`src/rtl/bin2bcd_seq_pkg.sv`:
```
// Shared types and constants for the sequential binary-to-BCD converter.
package bin2bcd_seq_pkg;

  typedef enum logic [0:0] {
    IDLE  = 1'b0,
    SHIFT = 1'b1
  } state_t;

  localparam int unsigned BCD_DIGITS = 4;
  localparam int unsigned NIBBLE_W   = 4;
  localparam int unsigned SAT_VALUE  = 9999;

endpackage

```
`src/rtl/bin2bcd_seq_if.sv`:
```
// Request/result bundle between the filter output stage and the display digit driver.
interface bin2bcd_seq_if #(
  parameter int unsigned WIDTH = 16
);
  import bin2bcd_seq_pkg::*;

  logic [WIDTH-1:0]    bin;
  logic                start;
  logic                busy;
  logic                done;
  logic [NIBBLE_W-1:0] ones;
  logic [NIBBLE_W-1:0] tens;
  logic [NIBBLE_W-1:0] hundreds;
  logic [NIBBLE_W-1:0] thousands;
  logic                ovf;

  modport master (
    output bin, start,
    input  busy, done, ones, tens, hundreds, thousands, ovf
  );

  modport slave (
    input  bin, start,
    output busy, done, ones, tens, hundreds, thousands, ovf
  );

endinterface

```
`src/rtl/bcd_add3.sv`:
```
// Per-nibble double-dabble correction: nibbles of 5 or more get 3 added before the shift.
module bcd_add3 (
  input  logic [3:0] nib_in,
  output logic [3:0] nib_out
);

  always_comb begin
    nib_out = nib_in;
    if (nib_in >= 4'd5) nib_out = nib_in + 4'd3;
  end

endmodule

```
`src/rtl/bin2bcd_seq.sv`:
```
// Clamped 16-bit binary to four-digit BCD, one bit per clock; digits held between done pulses.
module bin2bcd_seq
  import bin2bcd_seq_pkg::*;
#(
  parameter int unsigned WIDTH  = 16,
  parameter int unsigned DIGITS = BCD_DIGITS
) (
  input  logic              clk,
  input  logic              rst,
  bin2bcd_seq_if.slave      bus
);

  localparam int unsigned BCD_W = DIGITS * NIBBLE_W;
  localparam int unsigned CW    = $clog2(WIDTH + 1);

  state_t           state;
  logic [CW-1:0]    cnt;
  logic [WIDTH-1:0] bin_sr;
  logic [BCD_W-1:0] bcd_sr;
  logic             ovf_cap;

  logic [BCD_W-1:0] bcd_adj;
  logic [BCD_W-1:0] bcd_next;
  logic [WIDTH-1:0] bin_next;
  logic [WIDTH-1:0] clamped;
  logic             ovf_in;

  for (genvar d = 0; d < DIGITS; d++) begin : g_add3
    bcd_add3 u_add3 (
      .nib_in  (bcd_sr[d*NIBBLE_W +: NIBBLE_W]),
      .nib_out (bcd_adj[d*NIBBLE_W +: NIBBLE_W])
    );
  end

  always_comb begin
    ovf_in   = bus.bin > WIDTH'(SAT_VALUE);
    clamped  = ovf_in ? WIDTH'(SAT_VALUE) : bus.bin;
    bcd_next = {bcd_adj[BCD_W-2:0], bin_sr[WIDTH-1]};
    bin_next = {bin_sr[WIDTH-2:0], 1'b0};
  end

  // Digit outputs load only from the final shifted value, never the live shift register.
  always_ff @(posedge clk or negedge rst) begin
    if (!rst) begin
      state         <= IDLE;
      cnt           <= '0;
      bin_sr        <= '0;
      bcd_sr        <= '0;
      ovf_cap       <= 1'b0;
      bus.busy      <= 1'b0;
      bus.done      <= 1'b0;
      bus.ovf       <= 1'b0;
      bus.ones      <= '0;
      bus.tens      <= '0;
      bus.hundreds  <= '0;
      bus.thousands <= '0;
    end else begin
      bus.done <= 1'b0;
      case (state)
        IDLE: begin
          if (bus.start) begin
            bin_sr   <= clamped;
            ovf_cap  <= ovf_in;
            bcd_sr   <= '0;
            cnt      <= '0;
            bus.busy <= 1'b1;
            state    <= SHIFT;
          end
        end
        SHIFT: begin
          bcd_sr <= bcd_next;
          bin_sr <= bin_next;
          cnt    <= cnt + CW'(1);
          if (cnt == CW'(WIDTH - 1)) begin
            bus.ones      <= bcd_next[0*NIBBLE_W +: NIBBLE_W];
            bus.tens      <= bcd_next[1*NIBBLE_W +: NIBBLE_W];
            bus.hundreds  <= bcd_next[2*NIBBLE_W +: NIBBLE_W];
            bus.thousands <= bcd_next[3*NIBBLE_W +: NIBBLE_W];
            bus.ovf       <= ovf_cap;
            bus.done      <= 1'b1;
            bus.busy      <= 1'b0;
            state         <= IDLE;
          end
        end
        default: state <= IDLE;
      endcase
    end
  end

endmodule

```
`src/flat_wrapper.sv`:
```
// flat-port wrapper written by rule: the top's interface ports become plain ports
module bin2bcd_seq_flat import bin2bcd_seq_pkg::*;
#(
  parameter int unsigned WIDTH  = 16,
  parameter int unsigned DIGITS = BCD_DIGITS
)
  (clk, rst, bus_bin, bus_start, bus_busy, bus_done, bus_ones, bus_tens, bus_hundreds, bus_thousands, bus_ovf);
  bin2bcd_seq_if #(.WIDTH(WIDTH)) bus_i ();
  input  logic clk;
  input  logic rst;
  input wire logic [$bits(bus_i.bin)-1:0] bus_bin;
  input wire logic [$bits(bus_i.start)-1:0] bus_start;
  output wire logic [$bits(bus_i.busy)-1:0] bus_busy;
  output wire logic [$bits(bus_i.done)-1:0] bus_done;
  output wire logic [$bits(bus_i.ones)-1:0] bus_ones;
  output wire logic [$bits(bus_i.tens)-1:0] bus_tens;
  output wire logic [$bits(bus_i.hundreds)-1:0] bus_hundreds;
  output wire logic [$bits(bus_i.thousands)-1:0] bus_thousands;
  output wire logic [$bits(bus_i.ovf)-1:0] bus_ovf;
  assign bus_i.bin = bus_bin;
  assign bus_i.start = bus_start;
  assign bus_busy = bus_i.busy;
  assign bus_done = bus_i.done;
  assign bus_ones = bus_i.ones;
  assign bus_tens = bus_i.tens;
  assign bus_hundreds = bus_i.hundreds;
  assign bus_thousands = bus_i.thousands;
  assign bus_ovf = bus_i.ovf;
  bin2bcd_seq #(.WIDTH(WIDTH), .DIGITS(DIGITS)) u_core (.clk(clk), .rst(rst), .bus(bus_i));
endmodule
```
`config.mk`:
```
export PLATFORM = sky130hd
export DESIGN_NAME = bin2bcd_seq_flat
export DESIGN_NICKNAME = d
export VERILOG_FILES = /design/src/rtl/bin2bcd_seq_pkg.sv /design/src/rtl/bin2bcd_seq_if.sv /design/src/rtl/bcd_add3.sv /design/src/rtl/bin2bcd_seq.sv /design/src/flat_wrapper.sv
export SDC_FILE = /design/constraint.sdc
export NUM_CORES = 1
export LEC_CHECK = 0
export ABC_AREA = 1
export BUFFER_PORTS_ARGS = -buffer_cell sky130_fd_sc_hd__buf_2
export CORE_ASPECT_RATIO = 0.9
export CORE_MARGIN = 5
export CORE_UTILIZATION = 32
export DETAILED_ROUTE_END_ITERATION = 8
export MAX_ROUTING_LAYER = met4
export PLACE_DENSITY_LB_ADDON = 0.3
export SKIP_CTS_REPAIR_TIMING = 1
export SLEW_MARGIN = 5
export SYNTH_ARGS = -nofsm -noshare
export SYNTH_HDL_FRONTEND = slang
export SYNTH_SLANG_ARGS = --single-unit
export TNS_END_PERCENT = 20
```
`constraint.sdc`:
```
create_clock -name clk -period 2 [get_ports clk]
set_clock_uncertainty 0.2 [all_clocks]
set_input_delay 0.3 -clock clk [delete_from_list [all_inputs] [get_ports clk]]
set_output_delay 0.3 -clock clk [all_outputs]
set_load 0.1 [all_outputs]
```
==> metrics.md, run 1 <==
| Metric | Value |
|---|---|
| Outcome | finished with violations |
| Failing checks | hold timing |
| Final HPWL DP | 4.22 mm |
| Max Cap Viol | 0 |
| Clk Tree Root Cell | clkbuf_8 |
| DRC Markers | 0 |
| Clock Sinks | 58 |
| Total negative slack | 0 ns |
| Total CTS buffers | 9 |
| CTS tree | built |
| Psw | 0.00301 W |
| FMAX | about 540 MHz |
| Die Ht | 98.3 um |
| ANT nets after route | 0 |
| Gr ovfl total | 0 |
| Initial DRC count | between 80 and 90 |
| Peak VDD IR | 0.000641 V |
| Worst Setup SP | u_core.cnt[0] |
| Final min period | 1.84 ns |
| Startpoint Class | flop |
| Gate power share | 49.7% |
| Netlist Area Pre-Place | 0.00277 mm2 |
| Final WL | about 6.2 mm |
| Placer Congestion | 0.735 |
| Antenna cells | 0 |
| Seq pwr share | 32.7% |
| First-pass GRT wire length | 10.6 mm |
| Max-slew violations | 0 |
| # nets final | 416 |
| Worst EP arrival | around 1.9 ns |
| Clk slew on worst S/H paths | 0.07 ns |
| Reg2Reg Depth | 8 |
| Initial antenna violation count | 0 |
| Crit-path max FO | 6 |
| RSZ-0062 raised after global routing | false |
| Via count | 2323 |
| Core area | 0.00853 mm2 |
| RR Startpoint | u_core.cnt[0] |
| P_int | 0.00306 W |
| Clk buf depth | 2 |
| Hold endpoint | u_core.bin_sr[10] |
| Final hold viol count | 1 |
| Share of cells above drive strength 1 | 17.9% |
| Sw Ratio | between 40% and 50% |
| DR vias/cell | between 4 and 5 |
| Synth top area cells | dfrtp_1 52%, nand2_1 16%, nand3_1 5.4% |
| Routed len/inst | between 10 and 15 um |
| Syn_nets | 365 |
| Slew at the pin closest to its max-slew limit | 0.499 ns |
| Die area | 0.0106 mm2 |
| Most area-hungry cell type in the Yosys netlist | dfrtp_1 |
| Global-route total usage across every layer | around an eighth |
| R2r setup slk | 0.16 ns |
| Port buffer count | 37 |
| Setup crit end kind | flop |
| PD cells | approximately 1800 mW/mm2 |
| Synth cell types | 22 |
| Drt first pass iters | 4 |
| Die X | ~110 um |
| Syn_area_per_cell | just over 8 um2 |
| Commonest non-fill, non-tap cells in the layout | 118 x nand2_1, 58 x dfrtp_1, 37 x buf_2 |
| H-tree Lvls | 3 |
| Pin count of the biggest net entering global routing | 59 |
| Register area share after synthesis | 52.3% |
| I/O pin count | 38 |
| Hold Crit Class | input port to flop |
| Hold depth | 3 |
| CP required | 2.02 ns |
| Hold slack | -0.00767 ns |
| Clock latency at the later pin of the worst-skew pair | 0.33 ns |
| Hold Startpoint | bus_bin[10] |
| Static Leak | 1.80 nW |
| Period utilisation layout | between 90% and 100% |
| Final Core Density | a little under 40% |
| Commonest non-fill, non-tap cell in the layout | nand2_1 |
| Row count | 32 |
| Final setup violation count | 0 |
| Initial core utilization | 32.5% |
| Share of the synthesized area in the top cell type | between 50% and 60% |
| Cells after Synth | 336 |
| Clk pwr share | 17.5% |
| Crit Path Class | flop to flop |
| Number of warning messages in the yosys log | 0 |
| Synth-to-Final Area Change | 21.1% |
| Vias in the first global route | 2292 |
| Max-slew headroom | 66.9% |
| Reg-to-reg critical path endpoint | u_core.bus.hundreds[2] |
| Register bit count reported by yosys | 58 |
cell usage after synthesis:
cell and number:
a22o_1 1, dfrtp_1 58, buf_4 3, nand2_1 118
nand3b_1 4, clkbuf_1 2, o22ai_1 8, nand4_1 3
and3_1 1, inv_4 1, inv_2 1, ha_1 10
buf_2 4, a21oi_1 8, inv_1 33, nand2_2 3
o21ai_0 27, nor2_1 13, a22oi_1 6, nand3_2 1
a21oi_2 1, nand3_1 30
routing by layer:
metal	vias up	share of wire, %	global-route usage, %
met5	-	0	-
li1	1189	-	-
met4	0	1.4	3.79
met1	1070	48	15.9
met3	7	4.9	4.36
met2	57	46	20.1
metrics by stage:
stage / instances / total power (W) / area [um2] / setup slack (ns)
floorplan: 336 / 0.00440 / 2770 / 0.264
global route: 509 / 0.00655 / 3360 / 0.0402
finish: 509 / 0.00607 / 3360 / 0.163
global placement: 491 / 0.00496 / 3130 / 0.166
CTS: 505 / 0.00612 / 3320 / 0.109
detailed placement: 491 / 0.00502 / 3130 / 0.107
final cells by class:
| type | instances | area [um2] |
|---|---|---|
| Multi-Input combinational cell | 234 | 1140 |
| Tap cell | 119 | 149 |
| Clock inverter | 3 | 40.0 |
| Fill cell | 885 | 5170 |
| Inverter | 35 | 138 |
| Timing Repair Buffer | 49 | 290 |
| Sequential cell | 58 | 1450 |
| Clock buffer | 11 | 151 |
state kept, by name (all words and copies together) (netlist names):
| signal | cells |
|---|---|
| u_core.bcd_sr | 16 |
| u_core.cnt | 5 |
| u_core.bus.ovf | 1 |
| u_core.bus.thousands | 4 |
| u_core.bus.busy | 1 |
| u_core.state | 1 |
| u_core.bus.tens | 4 |
| u_core.bin_sr | 16 |
| u_core.bus.hundreds | 4 |
| u_core.bus.ones | 4 |
| u_core.bus.done | 1 |
| u_core.ovf_cap | 1 |
how the worst max path moves through the flow:
| stage | cells past startpoint | slack, ns | end |
|---|---|---|---|
| after floorplan | 6 | 0.26 | u_core.bus.hundreds[3] |
| after global placement | 7 | 0.17 | u_core.bus.ones[1] |
| after detailed placement | 7 | 0.11 | u_core.bus.ones[2] |
| after CTS | 7 | 0.11 | u_core.bus.ones[2] |
| after global routing | 8 | 0.04 | u_core.bus.thousands[2] |
| final | 8 | 0.16 | u_core.bus.hundreds[2] |
power groups by stage:
stage / sequential [W] / combinational (W) / clock [W]
global route: 0.00205 / 0.00335 / 0.00115
finish: 0.00199 / 0.00302 / 0.00106
CTS: 0.00198 / 0.00303 / 0.00110
global placement: 0.00199 / 0.00297 / 0
detailed placement: 0.00200 / 0.00302 / 0
floorplan: 0.00306 / 0.00134 / 0
cells by family (layout without fill, tap and decap cells):
family,count (synthesis),after routing,share of synthesized area [%]
adder cells (fa/ha/maj),10,10,4.51
AND/OR/NAND/NOR,173,173,26.2
AO/OA/AOI/OAI,51,51,10.4
flip-flops,58,58,52.3
buffers and inverters,44,98,6.63
critical path, cell delays in order (launching register included):
cell and delay [ns]:
dfrtp_1 0.40, ha_1 0.21, and3_1 0.19, ha_1 0.18, nand2_1 0.14, clkinvlp_4 0.12, buf_4 0.17, nand3_1 0.08
nand2_1 0.05
Note: power is estimated with default switching activity, not from simulation.
==> run 2, diff against run 1 <==
clock period = 2.1 ns   (was 2 ns; I/O delays follow)
==> metrics.md, run 2 (synthesized netlist as in run 1, its figures left out) <==
| Metric | Value |
|---|---|
| Synth-to-Final Area Change | 19.3% (was 21.1%) |
| Clk buf depth | 2 (unchanged) |
| Final HPWL DP | 4.22 mm (about the same) |
| Setup crit end kind | flop (unchanged) |
| Antenna cells | 0 (unchanged) |
| Final WL | 6.05 mm (was 6.20 mm) |
| Crit-path max FO | 15 (was 6) |
| Peak VDD IR | 0.000737 V (was 0.000641 V) |
| Via count | 2304 (was 2323) |
| DRC Markers | 0 (unchanged) |
| Vias in the first global route | 2307 (was 2292) |
| Routed len/inst | 12.0 um (was 12.2 um) |
| Commonest non-fill, non-tap cells in the layout | 118 x nand2_1, 58 x dfrtp_1, 37 x buf_2 (unchanged) |
| Share of cells above drive strength 1 | 16.5% (was 17.9%) |
| Hold slack | 0.0127 ns (was -0.00767 ns) |
| Clk slew on worst S/H paths | 0.06 ns (was 0.07 ns) |
| PD cells | 1710 mW/mm2 (was 1810 mW/mm2) |
| Max Cap Viol | 0 (unchanged) |
| RSZ-0062 raised after global routing | false (unchanged) |
| R2r setup slk | 0.23 ns (was 0.16 ns) |
| Placer Congestion | 0.790 (was 0.735) |
| Clock latency at the later pin of the worst-skew pair | 0.33 ns (about the same) |
| Total CTS buffers | 9 (unchanged) |
| Clock Sinks | 58 (unchanged) |
| Commonest non-fill, non-tap cell in the layout | nand2_1 (unchanged) |
| Top flop regs | u_core.bcd_sr (16), u_core.bin_sr (16), u_core.cnt (5) (unchanged) |
| First-pass GRT wire length | 10.5 mm (was 10.6 mm) |
| Core area | 0.00853 mm2 (unchanged) |
| I/O pin count | 38 (unchanged) |
| Initial antenna violation count | 0 (unchanged) |
| ANT nets after route | 0 (unchanged) |
| Static Leak | 1.78 nW (was 1.80 nW) |
| Period utilisation layout | 88.9% (was 91.9%) |
| Die X | 108 um (unchanged) |
| Die area | 0.0106 mm2 (unchanged) |
| Hold Crit Class | input port to flop (unchanged) |
| H-tree Lvls | 3 (unchanged) |
| Die Ht | 98.3 um (unchanged) |
| Total negative slack | 0 ns (unchanged) |
| # nets final | 411 (was 416) |
| Crit Path Class | flop to flop (unchanged) |
| Port buffer count | 37 (unchanged) |
| CP required | 2.12 ns (was 2.02 ns) |
| DR vias/cell | 4.55 (was 4.56) |
| Worst EP arrival | 1.88 ns (was 1.86 ns) |
| Final hold viol count | 0 (was 1) |
| Final min period | 1.87 ns (was 1.84 ns) |
| FMAX | 536 MHz (was 544 MHz) |
| Max-slew violations | 0 (unchanged) |
| CTS tree | built (unchanged) |
| Gr ovfl total | 0 (unchanged) |
| Slew at the pin closest to its max-slew limit | 0.540 ns (was 0.499 ns) |
| Drt first pass iters | 4 (unchanged) |
| Global-route total usage across every layer | 12.8% (was 12.9%) |
| Max-slew headroom | 64.0% (was 66.9%) |
| Initial DRC count | 174 (was 86) |
| Startpoint Class | flop (unchanged) |
| Outcome | completed (was finished with violations) |
| Clk Tree Root Cell | clkbuf_8 (unchanged) |
| Pin count of the biggest net entering global routing | 37 (was 59) |
| Initial core utilization | 32.5% (unchanged) |
| Final setup violation count | 0 (unchanged) |
| Row count | 32 (unchanged) |
-- run 2: cell types whose count changed in the layout (fill, tap and decap cells not counted), sizes merged --
cell      previous run  this run
buf                 48        43
bufinv               1         0
clkbuf              11        14
clkinvlp             1         0
inv                 34        35
-- run 2: worst max-delay path, cell delays in order, from the launching register on --
cell and delay (ns):
dfrtp_1 0.41, ha_1 0.21, and3_1 0.18, ha_1 0.17, nand2_1 0.09, inv_1 0.25
nand3_1 0.18, nand2_1 0.06
-- run 2: per-stage QoR --
stage          setup slack, ns  util (%)  cells  total power, W  cell area, um2
6_report                 0.234      38.8    506         0.00567            3310
5_1_grt                 0.0230      38.8    506         0.00614            3310
4_1_cts                  0.214      38.7    505         0.00573            3300
3_5_place_dp             0.214      36.5    489         0.00477            3120
3_3_place_gp             0.274      36.5    489         0.00472            3120
2_1_floorplan            0.364         -    336         0.00419            2770
-- run 2: power by group --
group,switching (W),internal (W)
combinational,0.00213,0.000699
sequential,0.000301,0.00160
clock,0.000416,0.000522
total,0.00285,0.00282
-- run 2: final timing paths --
kind / end / start / cells past startpoint
setup / recovery: u_core.bus.ones[2] / u_core.cnt[0] / 7
hold / removal: u_core.bin_sr[10] / bus_bin[10] / 3
setup reg to reg: u_core.bus.ones[2] / u_core.cnt[0] / 7
hold reg to reg: u_core.bus.tens[2] / u_core.bus.tens[2] / 2
max in group asynchronous: u_core.bin_sr[0] / rst / 3
min in group asynchronous: u_core.bus.hundreds[2] / rst / 2
-- run 2: layer usage --
layer | GRT usage [%] | vias up | part of all wire [%]
li1 | - | 1182 | -
met3 | 4.56 | 2 | 4.6
met5 | - | - | 0
met1 | 15.2 | 1077 | 48
met2 | 20.7 | 43 | 48
met4 | 3.50 | 0 | 0.35
-- run 2: final cells by class --
type,instances,area [um2]
Multi-Input combinational cell,234,1140
Timing Repair Buffer,44,253
Clock inverter,2,10.0
Fill cell,891,5220
Sequential cell,58,1450
Tap cell,119,149
Clock buffer,14,173
Inverter,35,134
==> run 3, diff against run 2 <==
CORE_UTILIZATION = 57   (was 32)
==> metrics.md, run 3 (synthesized netlist as in run 1, its figures left out) <==
| Metric | Value |
|---|---|
| Critical Path Max Stage Delay | 0.40 ns (was 0.41 ns) |
| Share of cells above drive strength 1 | 16.0% (was 16.5%) |
| Slew at the pin closest to its max-slew limit | 0.491 ns (was 0.540 ns) |
| Row count | 24 (was 32) |
| PD cells | 1770 mW/mm2 (was 1710 mW/mm2) |
| Crit Path Class | flop to flop (unchanged) |
| DRC Markers | 0 (unchanged) |
| Placer Congestion | 0.811 (was 0.790) |
| Total negative slack | 0 ns (unchanged) |
| Vias in the first global route | 2284 (was 2307) |
| Final WL | 5.86 mm (was 6.05 mm) |
| Hold slack | 0.0567 ns (was 0.0127 ns) |
| Placed insts | 434 (was 489) |
| Gr ovfl total | 0 (unchanged) |
| Die X | 83.5 um (was 108 um) |
| Crit-path max FO | 15 (unchanged) |
| Core area | 0.00477 mm2 (was 0.00853 mm2) |
| Final HPWL DP | 3.99 mm (was 4.22 mm) |
| Max-slew headroom | 67.3% (was 64.0%) |
| CP max-delay cell | dfrtp_1 (unchanged) |
| Final hold viol count | 0 (unchanged) |
| RSZ-0062 raised after global routing | false (unchanged) |
| Post-Layout Cell Count | 452 (was 506) |
| FMAX | 539 MHz (was 536 MHz) |
| # nets final | 412 (was 411) |
| I/O pin count | 38 (unchanged) |
| Clock Sinks | 58 (unchanged) |
| Static Leak | 1.79 nW (was 1.78 nW) |
| Final setup violation count | 0 (unchanged) |
| Routed len/inst | 13.0 um (was 12.0 um) |
| R2r setup slk | 0.25 ns (was 0.23 ns) |
| Setup crit end kind | flop (unchanged) |
| Cell Chain, Critical Path | ha_1 > and3_1 > ha_1 > nand2_1 > inv_1 > nand3_1 > nand2_1 (unchanged) |
| First-pass GRT wire length | 10.3 mm (was 10.5 mm) |
| Period utilisation layout | 88.3% (was 88.9%) |
| CP required | 2.11 ns (was 2.12 ns) |
| Die area | 0.00636 mm2 (was 0.0106 mm2) |
| DR vias/cell | 5.31 (was 4.55) |
| Max Cap Viol | 0 (unchanged) |
| Clk slew on worst S/H paths | 0.06 ns (about the same) |
| Synth-to-Final Area Change | 17.4% (was 19.3%) |
| Multi-input gate area | 0.00114 mm2 (unchanged) |
| Drt first pass iters | 7 (was 4) |
| Clk buf depth | 2 (unchanged) |
| Reg area | 0.00145 mm2 (unchanged) |
| Initial antenna violation count | 0 (unchanged) |
| Hold depth | 3 (unchanged) |
| Total CTS buffers | 9 (unchanged) |
| H-tree Lvls | 3 (unchanged) |
| ANT nets after route | 0 (unchanged) |
| Outcome | completed (unchanged) |
| Commonest non-fill, non-tap cell in the layout | nand2_1 (unchanged) |
| Via count | 2402 (was 2304) |
| Die Ht | 76.2 um (was 98.3 um) |
| Initial core utilization | 58.1% (was 32.5%) |
| Top flop regs | u_core.bcd_sr (16), u_core.bin_sr (16), u_core.cnt (5) (unchanged) |
| Worst EP arrival | 1.87 ns (was 1.88 ns) |
| Clock latency at the later pin of the worst-skew pair | 0.34 ns (was 0.33 ns) |
| Max-slew violations | 0 (unchanged) |
| Port buffer count | 37 (unchanged) |
| Startpoint Class | flop (unchanged) |
| Clk Tree Root Cell | clkbuf_8 (unchanged) |
| CTS tree | built (unchanged) |
| Commonest non-fill, non-tap cells in the layout | 118 x nand2_1, 58 x dfrtp_1, 37 x buf_2 (unchanged) |
| Peak VDD IR | 0.00103 V (was 0.000737 V) |
| Reg2Reg Depth | 7 (unchanged) |
| # fillers | 389 (was 891) |
| Global-route total usage across every layer | 20.4% (was 12.8%) |
| Hold Crit Class | input port to flop (unchanged) |
| Final min period | 1.85 ns (was 1.87 ns) |
| Antenna cells | 0 (unchanged) |
| Pin count of the biggest net entering global routing | 59 (was 37) |
| Initial DRC count | 199 (was 174) |
[run 3: cell count changes in the layout (fill, tap and decap cells not counted)]
cell / delta
buf_4: -1
dlygate4sd3_1: +2
clkbuf_8: -2
bufinv_16: +1
[run 3: layout make-up]
type / instances / area share, %
timing repair buffer: 45 / 8.15
clock buffer: 12 / 4.46
multi-input combinational: 234 / 35.0
inverter: 35 / 4.11
clock inverter: 3 / 1.23
tap: 65 / 2.50
sequential: 58 / 44.6
[run 3: per-layer routing]
metal	track usage (%)	part of all wire, %
met2	30.3	45
met1	26.5	46
met4	5.47	1.3
met5	-	0
met3	7.89	7.6
[run 3: worst paths after layout]
kind / end / from
setup / recovery: u_core.bus.thousands[0] / u_core.cnt[0]
hold / removal: u_core.bin_sr[13] / bus_bin[13]
setup reg to reg: u_core.bus.thousands[0] / u_core.cnt[0]
hold reg to reg: u_core.bus.tens[0] / u_core.bus.tens[0]
max in group asynchronous: u_core.bus.tens[2] / rst
min in group asynchronous: u_core.bus.ones[3] / rst
[run 3: critical path, delay by kind of cell (launching register included)]
kind          cells  cell delay [ns]
flops             1             0.40
fa+ha+maj         2             0.39
simple gates      4             0.51
buf+inv           1             0.22
[run 3: report_power, final]
group | switching (W) | internal [W]
Sequential | 0.000301 | 0.00160
Combinational | 0.00217 | 0.000703
Clock | 0.000409 | 0.000570
Total | 0.00288 | 0.00287
[run 3: through the flow]
stage	setup WS [ns]	util, %	cell area, um2	total power [W]
after floorplan	0.364	-	2770	0.00419
after global placement	0.324	63.7	3040	0.00469
after detailed placement	0.265	63.7	3040	0.00477
after CTS	0.255	67.6	3230	0.00577
after global routing	0.151	68.2	3260	0.00619
final	0.246	68.2	3260	0.00575
